`src/rtl/otter_perf_pkg.sv`:
```
`default_nettype none
// ============================================================================
//  Module      : otter_perf_pkg
//  Description : Shared register map, bit positions and counting-mode
//                encoding for the OTTER performance-counter bank.
//  Ports       : none (package)
//  Revision    : 1.0 - initial release
// ============================================================================
package otter_perf_pkg;

    // Byte offsets inside one 16-byte channel block
    localparam logic [3:0] REG_LO   = 4'h0;
    localparam logic [3:0] REG_HI   = 4'h4;
    localparam logic [3:0] REG_CTRL = 4'h8;

    // Offset of the GLOBAL register from the bank base
    localparam logic [8:0] GLOBAL_OFF = 9'h100;

    // CTRL bit positions
    localparam int CTRL_EN   = 0;
    localparam int CTRL_MODE = 1;
    localparam int CTRL_CLR  = 2;
    localparam int CTRL_OVF  = 3;

    // GLOBAL bit positions
    localparam int GLB_FREEZE  = 0;
    localparam int GLB_CLR_ALL = 1;

    typedef enum logic {
        CNT_CYCLES = 1'b0,
        CNT_EVENTS = 1'b1
    } cnt_mode_e;

endpackage : otter_perf_pkg
`default_nettype wire

```
`src/rtl/otter_perf_counters_ch.sv`:
```
`default_nettype none
// ============================================================================
//  Module      : perf_counter_ch
//  Description : One performance-counter channel: CNT_W-bit counter, CTRL
//                (EN/MODE), sticky OVF, event edge detector and the HI
//                snapshot register loaded when LO is read.
//  Ports       : clk, rst          - clock, synchronous active-high reset
//                evt               - event source for MODE = events
//                freeze, clr_all   - bank-wide hold / clear
//                ctrl_wr           - CTRL write strobe, ctrl_wdata = bits[2:0]
//                snap              - LO read strobe (loads HI snapshot)
//                lo, hi, ctrl      - 32-bit read views of this channel
//  Revision    : 1.0 - initial release
// ============================================================================
module perf_counter_ch
    import otter_perf_pkg::*;
#(
    parameter int CNT_W  = 64,
    parameter bit EN_RST = 1'b0
) (
    input  logic        clk,
    input  logic        rst,
    input  logic        evt,
    input  logic        freeze,
    input  logic        clr_all,
    input  logic        ctrl_wr,
    input  logic [2:0]  ctrl_wdata,
    input  logic        snap,
    output logic [31:0] lo,
    output logic [31:0] hi,
    output logic [31:0] ctrl
);

    logic [CNT_W-1:0]  count;
    logic [CNT_W-33:0] shadow;
    cnt_mode_e         mode;
    logic              en;
    logic              ovf;
    logic              evt_prev;

    logic              inc;
    logic              clr;
    logic              wrap;

    // Event mode counts only the low-to-high transition, so a held-high
    // source contributes a single count.
    assign inc  = en && !freeze &&
                  ((mode == CNT_CYCLES) || (evt && !evt_prev));
    assign clr  = clr_all || (ctrl_wr && ctrl_wdata[CTRL_CLR]);
    assign wrap = inc && (&count);

    always_ff @(posedge clk) begin
        if (rst) begin
            count    <= '0;
            shadow   <= '0;
            mode     <= CNT_CYCLES;
            en       <= EN_RST;
            ovf      <= 1'b0;
            evt_prev <= 1'b0;
        end else begin
            // The edge detector tracks the source unconditionally so that
            // enabling a channel never sees a stale "previous" level.
            evt_prev <= evt;

            if (ctrl_wr) begin
                en   <= ctrl_wdata[CTRL_EN];
                mode <= cnt_mode_e'(ctrl_wdata[CTRL_MODE]);
            end

            // Captures the pre-edge upper half, i.e. the half that belongs
            // with the LO value returned on the same bus cycle.
            if (snap) begin
                shadow <= count[CNT_W-1:32];
            end

            // Clear beats a simultaneous increment or wrap.
            if (clr) begin
                count <= '0;
                ovf   <= 1'b0;
            end else if (inc) begin
                count <= count + CNT_W'(1);
                if (wrap) begin
                    ovf <= 1'b1;
                end
            end
        end
    end

    assign lo = count[31:0];

    // Bits of HI above the implemented counter width read as zero.
    generate
        if (CNT_W == 64) begin : g_hi_full
            assign hi = shadow;
        end else begin : g_hi_pad
            assign hi = {{(64 - CNT_W){1'b0}}, shadow};
        end
    endgenerate

    always_comb begin
        ctrl            = '0;
        ctrl[CTRL_EN]   = en;
        ctrl[CTRL_MODE] = (mode == CNT_EVENTS);
        ctrl[CTRL_OVF]  = ovf;
    end

endmodule : perf_counter_ch
`default_nettype wire

```
`src/rtl/otter_perf_counters.sv`:
```
`default_nettype none
// ============================================================================
//  Module      : otter_perf_counters
//  Description : Memory-mapped bank of NUM_CH performance counters on the
//                OTTER IOBUS. Channel c lives at BASE_AD + 16*c (LO, HI,
//                CTRL); GLOBAL (FREEZE, CLR_ALL) at BASE_AD + 0x100.
//                Channel 0 comes out of reset as a free-running cycle
//                counter.
//  Ports       : CLK, RESET  - MCU clock, synchronous active-high reset
//                EVENTS      - per-channel event sources
//                IOBUS_ADDR  - bus address
//                IOBUS_OUT   - bus write data
//                IOBUS_WR    - write strobe
//                IOBUS_RD    - read strobe (qualifies the HI snapshot)
//                RD_DATA     - combinational read data, 0 when unmapped
//  Revision    : 1.0 - initial release
// ============================================================================
module otter_perf_counters
    import otter_perf_pkg::*;
#(
    parameter int          NUM_CH  = 4,
    parameter int          CNT_W   = 64,
    parameter logic [31:0] BASE_AD = 32'h1140_0000
) (
    input  logic              CLK,
    input  logic              RESET,
    input  logic [NUM_CH-1:0] EVENTS,
    input  logic [31:0]       IOBUS_ADDR,
    input  logic [31:0]       IOBUS_OUT,
    input  logic              IOBUS_WR,
    input  logic              IOBUS_RD,
    output logic [31:0]       RD_DATA
);

    logic        in_region;
    logic [8:0]  offset;
    logic        global_hit;
    logic        ch_space;
    logic [3:0]  ch_idx;
    logic [3:0]  reg_off;
    logic        global_wr;
    logic        freeze;
    logic        clr_all;

    logic [NUM_CH-1:0] ch_sel;
    logic [NUM_CH-1:0] ctrl_wr;
    logic [NUM_CH-1:0] snap;
    logic [31:0]       lo_rd   [NUM_CH];
    logic [31:0]       hi_rd   [NUM_CH];
    logic [31:0]       ctrl_rd [NUM_CH];

    // ------------------------------------------------------------------
    // Address decode: the bank occupies a 512-byte window; the lower half
    // holds up to 16 channel blocks, GLOBAL sits at 0x100.
    // ------------------------------------------------------------------
    assign in_region  = (IOBUS_ADDR[31:9] == BASE_AD[31:9]);
    assign offset     = IOBUS_ADDR[8:0];
    assign global_hit = in_region && (offset == GLOBAL_OFF);
    assign ch_space   = in_region && !offset[8];
    assign ch_idx     = offset[7:4];
    assign reg_off    = offset[3:0];

    // ------------------------------------------------------------------
    // GLOBAL register
    // ------------------------------------------------------------------
    assign global_wr = IOBUS_WR && global_hit;
    assign clr_all   = global_wr && IOBUS_OUT[GLB_CLR_ALL];

    always_ff @(posedge CLK) begin
        if (RESET) begin
            freeze <= 1'b0;
        end else if (global_wr) begin
            freeze <= IOBUS_OUT[GLB_FREEZE];
        end
    end

    // ------------------------------------------------------------------
    // Channels. Indices at or above NUM_CH never match a select, which
    // makes them ignore writes and read back as zero.
    // ------------------------------------------------------------------
    generate
        for (genvar c = 0; c < NUM_CH; c++) begin : g_ch
            assign ch_sel[c]  = ch_space && (ch_idx == 4'(c));
            assign ctrl_wr[c] = IOBUS_WR && ch_sel[c] && (reg_off == REG_CTRL);
            assign snap[c]    = IOBUS_RD && ch_sel[c] && (reg_off == REG_LO);

            perf_counter_ch #(
                .CNT_W  (CNT_W),
                .EN_RST (c == 0)
            ) u_ch (
                .clk        (CLK),
                .rst        (RESET),
                .evt        (EVENTS[c]),
                .freeze     (freeze),
                .clr_all    (clr_all),
                .ctrl_wr    (ctrl_wr[c]),
                .ctrl_wdata (IOBUS_OUT[2:0]),
                .snap       (snap[c]),
                .lo         (lo_rd[c]),
                .hi         (hi_rd[c]),
                .ctrl       (ctrl_rd[c])
            );
        end
    endgenerate

    // ------------------------------------------------------------------
    // Read mux
    // ------------------------------------------------------------------
    always_comb begin
        RD_DATA = '0;
        if (global_hit) begin
            RD_DATA[GLB_FREEZE] = freeze;
        end
        for (int c = 0; c < NUM_CH; c++) begin
            if (ch_sel[c]) begin
                case (reg_off)
                    REG_LO:   RD_DATA = lo_rd[c];
                    REG_HI:   RD_DATA = hi_rd[c];
                    REG_CTRL: RD_DATA = ctrl_rd[c];
                    default:  RD_DATA = '0;
                endcase
            end
        end
    end

    // Write-data bits with no register behind them.
    logic unused_wdata;
    assign unused_wdata = ^IOBUS_OUT[31:3];

endmodule : otter_perf_counters
`default_nettype wire
```
`config.mk`:
```
export PLATFORM = sky130hd
export DESIGN_NAME = otter_perf_counters
export DESIGN_NICKNAME = d
export VERILOG_FILES = /design/src/rtl/otter_perf_pkg.sv /design/src/rtl/otter_perf_counters_ch.sv /design/src/rtl/otter_perf_counters.sv
export SDC_FILE = /design/constraint.sdc
export NUM_CORES = 1
export LEC_CHECK = 0
export CAP_MARGIN = 0
export CORE_ASPECT_RATIO = 1.75
export CORE_MARGIN = 3
export CORE_UTILIZATION = 62
export DETAILED_ROUTE_END_ITERATION = 16
export PLACE_DENSITY = 0.81
export RECOVER_POWER = 100
export SYNTH_ARGS = -nofsm -noshare
export SYNTH_HDL_FRONTEND = slang
export SYNTH_HIERARCHICAL = 1
export SYNTH_SLANG_ARGS = --single-unit
```
`constraint.sdc`:
```
create_clock -name CLK -period 3.95 [get_ports CLK]
set_input_delay 0.79 -clock CLK [delete_from_list [all_inputs] [get_ports CLK]]
set_output_delay 0.79 -clock CLK [all_outputs]
set_load 0.03 [all_outputs]
```
Word-level counts from Yosys, hierarchy flattened. Index checks and enable logic that the tools add are counted.

Register bits: 401. Input bits: 72. Output and inout port bits: 32. Logic and storage cells: 121.

Add/sub/neg operators: 4. Equality and inequality tests: 7. Mux-type cells: 9. Bitwise gates (word level): 4. Reduce and logical (&&, ||, !) cells: 72.

Operator list (count): 32-bit one-hot mux with 3 select lines (4); 64-bit by 1-bit adder with 64-bit output, second input constant (4); 64-bit AND reduction (4); 32-bit two-way mux (4); 1-bit logical AND (44); 23-bit by 20-bit equality test with 1-bit output, second input constant (1); 9-bit equality test, second input constant (1); 4-bit by 2-bit equality test with 1-bit output, second input constant (2); 4-bit logical NOT (2); 1-bit logical OR (8); 2-bit AND reduction (4); 2-bit OR reduction (4); 1-bit logical NOT (6); 4-bit by 1-bit equality test with 1-bit output, second input constant (1); 4-bit by 3-bit equality test with 1-bit output, second input constant (1); 4-bit equality test, second input constant (1); 1-bit NOT (4); 1-bit two-way mux (1).

Logic depth before layout (Yosys ltp).
Depth after elaboration: 8. Mapped depth: 10. Mapped depth without buffers: 7.

By module. Netlist, hierarchy kept.

Modules (own cells, without submodules): perf_counter_ch (g_ch[1].u_ch ...) (times used 3, cells each 559, area an instance 4967.3 sq um, seq. area each 2001.9 sq um); perf_counter_ch (g_ch[0].u_ch) (times used 1, cells each 559, area an instance 4968.5 sq um, seq. area each 2001.9 sq um); otter_perf_counters (times used 1, cells each 567, area an instance 3627.2 sq um, seq. area each 20.0 sq um).

Worst setup path after synthesis. Ideal clock, no wire load.

Kind: input to output. Start: input port IOBUS_ADDR[13]. End: output port RD_DATA[25]. Arrival: 3.086 ns. Required time: 3.160 ns. Path slack: 0.074 ns. Stages: 5. Buffers on the path: 0. Path through: or4_4 -> nor2_4 -> nand2_4 -> a2111o_1 -> nor4b_1.

Longest elaborated chain between the ends: 7. Elaborated cells between the ends (all ways): 10. Classes of those cells: 1 x eq/ne; 4 x mux; 5 x reduce/logical.

Ends and longest elaborated chain: start: declaration (RTL line otter_perf_counters.sv:28) `input logic [31:0] IOBUS_ADDR,`; 23-bit by 20-bit equality test with 1-bit output (*) (RTL line otter_perf_counters.sv:56) `assign in_region = (IOBUS_ADDR[31:9] == BASE_AD[31:9]);`; 1-bit logical AND (*) (RTL line otter_perf_counters.sv:59) `assign ch_space = in_region && !offset[8];`; 1-bit logical AND (RTL line otter_perf_counters.sv:83) `assign ch_sel[c] = ch_space && (ch_idx == 4'(c));`; 32-bit two-way mux (3 in a row) (RTL line otter_perf_counters.sv:115) `if (ch_sel[c]) begin`; 32-bit two-way mux (*) (RTL line otter_perf_counters.sv:115); end: declaration (RTL line otter_perf_counters.sv:32) `output logic [31:0] RD_DATA`.

Mark *: on every way between the ends. The rest lies on a longest branch, timed or not.

Worst setup path after layout.
Start: input port IOBUS_ADDR[13]. End: output port RD_DATA[4].

Same word-level chain as after synthesis.

==> reports/results.tsv <==
stage	metric	value	unit
outcome	status	finished, violations left	
outcome	violations	max-capacitance violations, max-slew violations	
sta	setup_violations	0	
clock_tree	tritoncts	done	
worst_setup_path	crit_path_frequent_cell	buf_4	
place	hpwl	50200	um
drt	vias_per_cell	6.47	
sta	final_max_slew_viol_count	152	
global_route	grt_max_degree	80	
clock_tree	clk_pin_slew	0.07	ns
finish	n_antenna_cell	0	
drt	antenna_left	0	
synth	syn_inst	2803	
finish	layout-drive-gt1-share	12.5	%
finish	areaGrowthSynthToFinish	6.91	%
worst_setup_path	crit_family	buffers and inverters	
clock_tree	cts_htree_levels	2	
clock_tree	cts-buffers-inserted	38	
synth	synth_top_area_share	34.2	%
sta	rsz0062_at_grt	yes	
synth	ys_warn_count	6	
min_path	hold_path_class	register to register	
worst_setup_path	worst_setup_path_end_kind	output pin	
sta	fin_crit_sh	99.9	%
finish	utilization	67.7	%
die	initial_utilization	63.3	%
clock_tree	clkSinkCount	401	
drt	route.detailed.drc	0	
global_route	grt_overflow_total	0	
finish	fill_cells	2963	
power_and_ir_drop	power_density	348	nW/um^2
worst_setup_path	critPathBufInv	4	
synth	synth_cell_types	71	
synth	synth_common_cells	401 x dfxtp_1, 302 x nor2_1, 268 x buf_4, 195 x a21oi_1, 184 x mux2i_1	
place	gp_congestion	1.00	
synth	yosysTopAreaCell	dfxtp_1	
run	maxCapViolations	2	
synth	ys_top_cells_by_area	dfxtp_1 34%, buf_4 8.6%, mux2i_1 7.8%	
finish	layout.cells.non_filler	3233	
worst_setup_path	path_class	input pin to output pin	
synth	ys.flop_type	dfxtp_1	
finish	register_area	8030	sq um
die	rows	93	
worst_setup_path	worstPathCellList	clkdlybuf4s50_1 -> or4_4 -> nor2_4 -> nand2_4 -> a2111o_1 -> buf_12 -> buf_4 -> a211oi_1 -> buf_4	
power_and_ir_drop	max-vdd-ir-drop	0.276	mV
worst_setup_path	slowest_delay	0.54	ns
drt	wl_per_cell	21.6	um
synth	async_flop_share	0	%
worst_setup_path	crit_slowest_cell	or4_4	
min_path	min_from	g_ch[2].u_ch/count[34]	
global_route	track_usage	32.8	%
worst_setup_path	crit_arrival	3.15	ns
worst_setup_path	start_kind	input pin	
sta	max_slew_margin	-20.5	%
die	core_area	37100	sq um
sta	skew	0.0134	ns
worst_setup_path	worstReg2RegStart	g_ch[0].u_ch/count[11]	
sta	tightest_slew	1.81	ns
die	io_pins	104	
drt	firstDrtPassIters	8	
worst_setup_path	cp.required	3.16	ns
die	die_h	264	um
sta	fmax	254	MHz
sta	finalHoldViolCount	0	
clock_tree	cts_buffer_depth	3	
sta	final.min_clock_period	3.94	ns
place	io_buffer_count	74	
worst_setup_path	worstPathMaxFanout	24	
clock_tree	clk_latency	0.55	ns
finish	multi_input_area	13100	sq um
drt	vias	20900	
power_and_ir_drop	p_leak	0.00865	uW
synth	yosys_register_bits	401	
synth	netlist_area	23500	sq um
sta	timing.hold.ws	0.499	ns
drt	drt_iter0_drc	1746	
synth	synth_edf_count	0	
clock_tree	cts_hold_buffers	0	
global_route	grt_pass1_wl	108000	um
drt	wl	70000	um
power_and_ir_drop	finalPower	8740	uW
global_route	antenna_found_initial	0	
finish	final_nets	2804	
clock_tree	root_buffer	clkbuf_16	
die	dieWidth	153	um
place	place_inst	3161	
global_route	grt_pass1_vias	20000	
synth	yosysSeqAreaShare	34.2	%
die	die_area	40400	sq um
synth	syn_avg_cell_area	8.38	sq um
synth	post-synth-top-count-cell	dfxtp_1	
worst_setup_path	crit_start	IOBUS_ADDR[13]	
per-layer routing:
layer	up-vias	wire, um	track usage (%)
li1	9637	-	-
met1	10100	25700	37.9
met2	958	34800	57.8
met3	248	4450	3.52
met4	0	4970	19.9
met5	-	0	0
registers in the layout, indices dropped and copies added (netlist names):
signal,count
g_ch.u_ch/count,256
freeze,1
g_ch.u_ch/en,4
g_ch.u_ch/evt_prev,4
g_ch.u_ch/hi,128
g_ch.u_ch/mode,4
g_ch.u_ch/ovf,4
power by group:
part / leakage [uW] / switching, uW / internal, uW / total, uW
Sequential: 0.00323 / 4.32 / 4050 / 4050
Combinational: 0.00472 / 324 / 170 / 495
Clock: 0.000696 / 1660 / 2540 / 4200
Total: 0.00865 / 1990 / 6750 / 8740
layout by cell type, fill, tap and decap left out, types with 21 or more instances in the layout:
| cell | n |
|---|---|
| a32oi_1 | 21 |
| or4_1 | 32 |
| mux2i_1 | 184 |
| nand2_1 | 159 |
| conb_1 | 116 |
| o21ai_0 | 170 |
| and4_1 | 28 |
| a21oi_1 | 195 |
| nor2_1 | 300 |
| nand3_1 | 117 |
| dfxtp_1 | 401 |
| a22oi_1 | 31 |
| buf_4 | 140 |
| a211oi_1 | 21 |
| or3_1 | 78 |
| clkdlybuf4s50_1 | 39 |
| nor3_1 | 39 |
| nand4_1 | 98 |
| xor2_1 | 108 |
| and3_1 | 36 |
| o31ai_1 | 32 |
| clkbuf_16 | 42 |
| a221oi_1 | 40 |
| a22o_1 | 24 |
worst register-to-register path, stage by stage, from the launching register on:
cell,delay [ns]
dfxtp_1,0.57
nand3_2,0.17
nor4_4,0.32
buf_4,0.33
nand4_1,0.43
buf_4,0.33
or3_1,0.34
a21oi_1,0.16
cells by family after synthesis:
family	synth area share, %
multiplexers	7.89
other	0.0639
flip-flops	34.2
adder cells (fa/ha/maj)	0.213
XOR/XNOR	4.77
AND/OR/NAND/NOR	24.5
AO/OA/AOI/OAI	16.0
buffers and inverters	12.4
repair_timing:
item,4_1_cts,5_1_grt
setup buffers,0,1
setup endpoints to repair,3,22
gates cloned,0,1
resized for setup,0,10
pin swaps,1,1
worst paths after layout:
check | slack [ns] | cells after the start | to
max | 0.006 | 9 | RD_DATA[4]
max reg2reg | 1.24 | 7 | g_ch[0].u_ch/count[42]
min | 0.50 | 2 | g_ch[2].u_ch/count[34]
min reg2reg | 0.50 | 2 | g_ch[2].u_ch/count[34]
area by class of cell:
| type | instances | share of cell area, % |
|---|---|---|
| Clock buffer | 52 | 4.49 |
| Clock inverter | 18 | 1.22 |
| Inverter | 17 | 0.254 |
| Multi-Input combinational cell | 2064 | 52.1 |
| Sequential cell | 401 | 32.0 |
| Tap cell | 475 | 2.37 |
| Timing Repair Buffer | 206 | 7.57 |
metrics by stage:
step,setup TNS (ns),area (sq um),worst slack (ns)
6_report,0,25100,0.00576
3_5_place_dp,-0.0451,23600,-0.0247
3_3_place_gp,-0.0277,23600,-0.0250
4_1_cts,0,25100,0.0330
5_1_grt,-0.599,25100,-0.0752
2_1_floorplan,0,23900,0.0737
Power figures use the tool's default switching activity.
